==> src/rtl/risc5_if_stage.sv <==
// -----------------------------------------------------------------------------
// risc5_if_stage
//   Instruction-fetch stage and IF/ID pipeline register of the Risc5CPU.
//   The stage holds the fetch PC and drives the word address of an
//   asynchronous instruction ROM. It registers the returned word into IF/ID.
//   It also honours the hazard-unit stall and the EX-stage redirect, and it
//   keeps fetch and flush counters.
//
// Ports
//   clk            in   1        rising-edge clock
//   reset          in   1        asynchronous, active-high reset
//   Stall          in   1        freeze PC and IF/ID (load-use hazard)
//   JumpFlag       in   2        00 none, 01 branch/JAL, 1x JALR
//   BranchAddr     in   32       redirect target when JumpFlag = 01
//   JalrAddr       in   32       redirect target when JumpFlag = 1x
//   imem_addr      out  IMEM_AW  ROM word address = PC[IMEM_AW+1:2]
//   imem_dout      in   32       ROM data (combinational)
//   PC             out  32       current fetch PC
//   PC_id          out  32       PC of the instruction held in IF/ID
//   Instruction_id out  32       instruction held in IF/ID
//   Valid_id       out  1        IF/ID holds a real instruction (not a bubble)
//   FetchCount     out  32       instructions accepted into IF/ID
//   FlushCount     out  32       redirects taken
// -----------------------------------------------------------------------------
module risc5_if_stage #(
  parameter logic [31:0] RESET_PC  = 32'h0000_0000,
  parameter logic [31:0] NOP_INSTR = 32'h0000_0013,
  parameter int          IMEM_AW   = 8
) (
  input  logic               clk,
  input  logic               reset,
  input  logic               Stall,
  input  logic [1:0]         JumpFlag,
  input  logic [31:0]        BranchAddr,
  input  logic [31:0]        JalrAddr,
  output logic [IMEM_AW-1:0] imem_addr,
  input  logic [31:0]        imem_dout,
  output logic [31:0]        PC,
  output logic [31:0]        PC_id,
  output logic [31:0]        Instruction_id,
  output logic               Valid_id,
  output logic [31:0]        FetchCount,
  output logic [31:0]        FlushCount
);

  // Action taken on the next edge. A redirect beats a stall because the
  // stalled instruction is on the wrong path.
  typedef enum logic [1:0] {
    ACT_FETCH    = 2'd0,
    ACT_STALL    = 2'd1,
    ACT_REDIRECT = 2'd2
  } act_e;

  act_e        act;
  logic [31:0] target;

  logic [31:0] pc_q,       pc_d;
  logic [31:0] pc_id_q,    pc_id_d;
  logic [31:0] instr_id_q, instr_id_d;
  logic        valid_id_q, valid_id_d;
  logic [31:0] fetch_cnt_q, fetch_cnt_d;
  logic [31:0] flush_cnt_q, flush_cnt_d;

  always_comb begin
    if (JumpFlag != 2'b00) act = ACT_REDIRECT;
    else if (Stall)        act = ACT_STALL;
    else                   act = ACT_FETCH;
  end

  // JumpFlag = 11 is treated as JALR. Targets are always word aligned.
  assign target = {(JumpFlag[1] ? JalrAddr[31:2] : BranchAddr[31:2]), 2'b00};

  always_comb begin
    // NOTE: every signal starts at its held value so that no path through the
    // case can infer a latch.
    pc_d        = pc_q;
    pc_id_d     = pc_id_q;
    instr_id_d  = instr_id_q;
    valid_id_d  = valid_id_q;
    fetch_cnt_d = fetch_cnt_q;
    flush_cnt_d = flush_cnt_q;

    unique case (act)
      ACT_REDIRECT: begin
        pc_d        = target;
        pc_id_d     = 32'h0;
        instr_id_d  = NOP_INSTR;
        valid_id_d  = 1'b0;
        flush_cnt_d = flush_cnt_q + 32'd1;
      end
      ACT_STALL: begin
        // Everything holds at its default.
      end
      default: begin
        // 32-bit addition wraps 0xFFFF_FFFC to 0 on its own.
        pc_d        = pc_q + 32'd4;
        pc_id_d     = pc_q;
        instr_id_d  = imem_dout;
        valid_id_d  = 1'b1;
        fetch_cnt_d = fetch_cnt_q + 32'd1;
      end
    endcase
  end

  // NOTE: sequential state uses non-blocking assignments only, so every flop
  // samples its pre-edge inputs regardless of statement order.
  always_ff @(posedge clk or posedge reset) begin
    if (reset) begin
      pc_q        <= RESET_PC;
      pc_id_q     <= 32'h0;
      instr_id_q  <= NOP_INSTR;
      valid_id_q  <= 1'b0;
      fetch_cnt_q <= 32'h0;
      flush_cnt_q <= 32'h0;
    end else begin
      pc_q        <= pc_d;
      pc_id_q     <= pc_id_d;
      instr_id_q  <= instr_id_d;
      valid_id_q  <= valid_id_d;
      fetch_cnt_q <= fetch_cnt_d;
      flush_cnt_q <= flush_cnt_d;
    end
  end

  // The ROM address is a plain truncation of the PC, with no range check.
  assign imem_addr      = pc_q[IMEM_AW+1:2];

  assign PC             = pc_q;
  assign PC_id          = pc_id_q;
  assign Instruction_id = instr_id_q;
  assign Valid_id       = valid_id_q;
  assign FetchCount     = fetch_cnt_q;
  assign FlushCount     = flush_cnt_q;

endmodule
==> config.mk <==
export PLATFORM = sky130hd
export DESIGN_NAME = risc5_if_stage
export DESIGN_NICKNAME = d
export VERILOG_FILES = /design/src/rtl/risc5_if_stage.sv
export SDC_FILE = /design/constraint.sdc
export NUM_CORES = 1
export LEC_CHECK = 0
export ABC_AREA = 1
export CAP_MARGIN = 20
export CORE_ASPECT_RATIO = 1.75
export CORE_MARGIN = 10
export CORE_UTILIZATION = 48
export CTS_CLUSTER_DIAMETER = 200
export DETAILED_ROUTE_END_ITERATION = 10
export PLACE_DENSITY = 0.83
export SLEW_MARGIN = 20
export SYNTH_ARGS = -nofsm -noshare
export SYNTH_HDL_FRONTEND = slang
export SYNTH_SLANG_ARGS = --single-unit
==> constraint.sdc <==
create_clock -name clk -period 12.7 [get_ports clk]
set_input_delay 2.54 -clock clk [delete_from_list [all_inputs] [get_ports clk]]
set_output_delay 2.54 -clock clk [all_outputs]
set_load 0.005 [all_outputs]
## Word-level counts from Yosys, hierarchy flattened

Cells that the tools add are included.

- Eq/ne operators: 2
- Multiplexer cells: 7
- Reduce and logical (&&, ||, !) cells: 2
- $add $sub $neg: 3

Operators with widths:

| operator | count |
|---|---|
| case mux 32 bit (2 select lines) | 3 |
| adder 32 x 1 -> 32 bit (second input constant) | 2 |
| adder 32 x 3 -> 32 bit (second input constant) | 1 |
| 2-to-1 mux 30 bit | 1 |
| equality test 2 x 1 -> 1 bit (second input constant) | 1 |
| equality test 2 bit (second input constant) | 1 |
| 2-to-1 mux 2 bit | 1 |
| case mux 1 bit (2 select lines) | 1 |
| nonzero test 2 bit | 1 |
| OR reduction 2 bit | 1 |
| 2-to-1 mux 1 bit | 1 |

- Word-level logic and storage cells: 20
- Output and inout bits: 169
- Register bits: 161

## Logic depth before layout (Yosys ltp)

- Word-level depth: 4
- Gate-level depth with buffers: 11

## Least setup slack after synthesis

Ideal clock, no wire load.

- Path type: in2reg
- Start: in JumpFlag[1]
- End: reg flush_cnt_q[25], in the netlist FlushCount[25]
- Data required time: 12.583 ns
- Setup slack: 9.063 ns
- Stages: 10
- Arrival time: 3.521 ns
- Cell sequence: buf_6 > inv_4 > nand2_4 > nand2_2 > nor2_4 > nand2_2 > nor3_4 > nand3_1 > nand2_1 > nand2_1

- Word-level cells in the longest chain between the ends: 3

Ends and longest elaborated chain:

| what | RTL line | source |
|---|---|---|
| from (decl) | 33 | `input logic [1:0] JumpFlag,` |
| nonzero test 2 bit | 65 | `if (JumpFlag != 2'b00) act = ACT_REDIRECT;` |
| 2-to-1 mux 2 bit | 65 |  |
| equality test 2 bit | 83 | `unique case (act)` |
| to (signal assigned) | 121 | `flush_cnt_q <= flush_cnt_d;` |
| to (decl) | 62 | `logic [31:0] flush_cnt_q, flush_cnt_d;` |

Every way passes these cells.
A chain may end at the register's enable or synchronous reset.

## Worst setup path after layout

- Start: in JumpFlag[0]
- End: reg pc_q[31], in the netlist PC[31]

- Word-level cells in the longest chain between the ends: 4

Ends and longest elaborated chain:

| what | RTL line | source |
|---|---|---|
| nonzero test 2 bit * | 65 |  |
| 2-to-1 mux 2 bit * | 65 |  |
| equality test 2 x 1 -> 1 bit or equality test 2 bit (tied branches) | 83 |  |
| case mux 32 bit (2 select lines) | 83 |  |
| to (signal assigned) | 116 | `pc_q <= pc_d;` |
| to (decl) | 57 | `logic [31:0] pc_q, pc_d;` |

Mark *: on every way between the ends. The rest lies on a longest branch, timed or not.

==> metrics.txt <==
status finished, final reports clean; worst hold path class register to register; Die Y 193.2 um; area grow syn2layout 41.19%; top-level I/O count 270; total gr overflow 0; Max IR drop VDD 0.09596 mV; final hold vios 0; Critical Path Source Type input port; Post-DP HPWL 20940 um; vias in the first global route 8263; most area-consuming cells after synthesis dfrtp_1 (47%), nand2_1 (14%), nor2_1 (4.7%), nand3_1 (4.6%), inv_1 (4.4%); GPL Wtd Cong 0.9142; CP required 13.04 ns; row count 63; Synth Area per Inst 7.940 um2; Synth top area share 0.4716; NumNets Final 1384; Yosys warnings 0; Setup TNS 0 ns; final critical-path required period 5.701 ns; crit path cell chain clkdlybuf4s50_1 > nor2_8 > nand2_1 > inv_2 > buf_4 > a21oi_1 > a21oi_1; first-pass GRT wire length 44600 um; Final period util 0.4489; RSZ-0062 raised after global routing false; count leader, synth nand2_1; CTS tree yes; Initial Utilization 0.4876; post-synth top area cell dfrtp_1; sequential area share after synthesis 0.4811; max cap viols 0; ANT nets after route 0; ys async rst share 1.000; critical path endpoint category register; first-pass detailed-route iteration total 5; number of synthesized flops with an enable pin 0; die footprint 22980 um2; slew of the pin with the lowest slew margin 0.9004 ns; Pwr Total 0.001415 W; Clock Latency Late Sink 0.43 ns; slowest cell delay on critical path 0.73 ns; Worst Path Arrival 6.04 ns; worst-case clock buffer depth 2; H-tree Lvls 4; die width 119.0 um; CP max FO 44; worst reg2reg path depth 9; routed len/inst 18.42 um; Post-Syn Area 8225 um2; final setup vio count 0; reg-to-reg slack, setup 10.75 ns; post-synthesis cell count 1036; most used cell, CP a21oi_1; Total GRT Usage 0.2435; Max Clk Rate 0.1754 GHz; Post-CTS Setup Repair Bufs 0; # hold bufs at CTS 0; main flop type after synthesis dfrtp_1; clock-pin slew on the worst setup and hold paths 0.06 ns; pin count of the biggest net entering global routing 84; Critical-path top delay cell nand2_1; post-cts resize count 0; share of cells above drive strength 1 0.05491; Synth top cells by count nand2_1 (317), dfrtp_1 (155), nor2_1 (102); LEAKAGE 5.221 nW; power per cell area 121.8 nW/um2; core area 16870 um2; final core utilization 0.6885; Final Slew Violations 0; TritonCTS buffer count 17; Hold Path Depth 2; synthesized flop and latch total 158; Distinct cells, synth 45; 1st-iter DRT viols 609; Setup CP Type input port to register; via count 7966; Min Hold Slack 0.4725 ns; DR vias/cell 5.227; clk_skew 0.01117 ns; Routed WL 28080 um; Root Buffer clkbuf_16; DRC 0; initial antenna violation count 3; Port Buffers 263; clock sink count 158; Slew HR 0.3983
[where the power goes]
group / total, W / switching, W / internal, W
combinational: 0.000255 / 0.000118 / 0.000137
sequential: 0.000599 / 0.0000564 / 0.000543
clock: 0.000561 / 0.000213 / 0.000347
[flip-flops by register name, summed over array words and instances (netlist names)]
name            cells
FetchCount         32
FlushCount         32
Instruction_id     32
PC                 30
PC_id              31
Valid_id            1
[final timing paths]
path	endpoint	start
max	PC[31]$_DFFE_PP0P_	JumpFlag[0]
min in group asynchronous	FetchCount[21]$_DFFE_PP0N_	reset
max in group asynchronous	FetchCount[7]$_DFFE_PP0N_	reset
max reg2reg	PC[20]$_DFFE_PP0P_	PC[3]$_DFFE_PP0P_
min reg2reg	PC_id[5]$_DFFE_PP0P_	PC_id[5]$_DFFE_PP0P_
min	PC_id[5]$_DFFE_PP0P_	PC_id[5]$_DFFE_PP0P_
[through the flow]
stage	cell area [um2]	setup slack (ns)	std cells
after floorplan	8229	5.902	1037
after global placement	10950	6.641	1488
after detailed placement	10950	6.544	1488
after CTS	11600	6.973	1520
after global routing	11610	6.734	1522
final	11610	6.999	1524
[layout make-up]
class / instances / area [um2]
Tap cell: 227 / 284.0
Clock buffer: 21 / 470.5
Clock inverter: 11 / 178.9
Fill cell: 1395 / 5255
Antenna cell: 4 / 10.01
Multi-Input combinational cell: 735 / 3660
Inverter: 101 / 386.6
Sequential cell: 158 / 3958
Timing Repair Buffer: 267 / 2666
[per-layer routing]
metal | global-route usage | share of wire | wire length, um | vias up
met5 | 0 | 0 | 0 | -
met3 | 0.06035 | 0.063 | 1760 | 80
met2 | 0.4328 | 0.52 | 14720 | 336
met4 | 0.1458 | 0.049 | 1382 | 0
met1 | 0.2559 | 0.36 | 10210 | 3712
li1 | - | - | - | 3838
[cells by family after synthesis]
group | Yosys count | synth area share
AND/OR/NAND/NOR | 570 | 0.3027
buffers and inverters | 144 | 0.07438
other | 1 | 0.0004559
XOR/XNOR | 41 | 0.04366
adder cells (fa/ha/maj) | 3 | 0.004564
AO/OA/AOI/OAI | 119 | 0.09310
flip-flops | 158 | 0.4811
[critical path, delay by kind of cell]
| family | cells | cell delay, ns |
|---|---|---|
| AO/OA/AOI/OAI | 2 | 0.26 |
| buffers and inverters | 3 | 1.81 |
| AND/OR/NAND/NOR | 2 | 1.39 |
[cell usage in the layout, fill, tap and decap left out, types with 4 or more instances in the layout]
| cell | synthesis | final |
|---|---|---|
| diode_2 | 0 | 4 |
| nand2_2 | 4 | 4 |
| nand3_1 | 75 | 75 |
| bufinv_16 | 0 | 4 |
| dfrtp_1 | 155 | 155 |
| xor2_1 | 27 | 27 |
| a22o_1 | 30 | 30 |
| xnor2_1 | 14 | 14 |
| clkdlybuf4s50_1 | 0 | 263 |
| nand4_1 | 23 | 23 |
| nor3_1 | 17 | 17 |
| nor2_4 | 5 | 5 |
| clkbuf_16 | 0 | 17 |
| o211ai_1 | 7 | 7 |
| nand3b_1 | 4 | 4 |
| nand2_1 | 317 | 317 |
| inv_1 | 97 | 95 |
| nor2_2 | 8 | 8 |
| o21ai_0 | 35 | 35 |
| nor2_1 | 102 | 102 |
| a21oi_1 | 33 | 33 |
(Power assumes the default switching activity.)
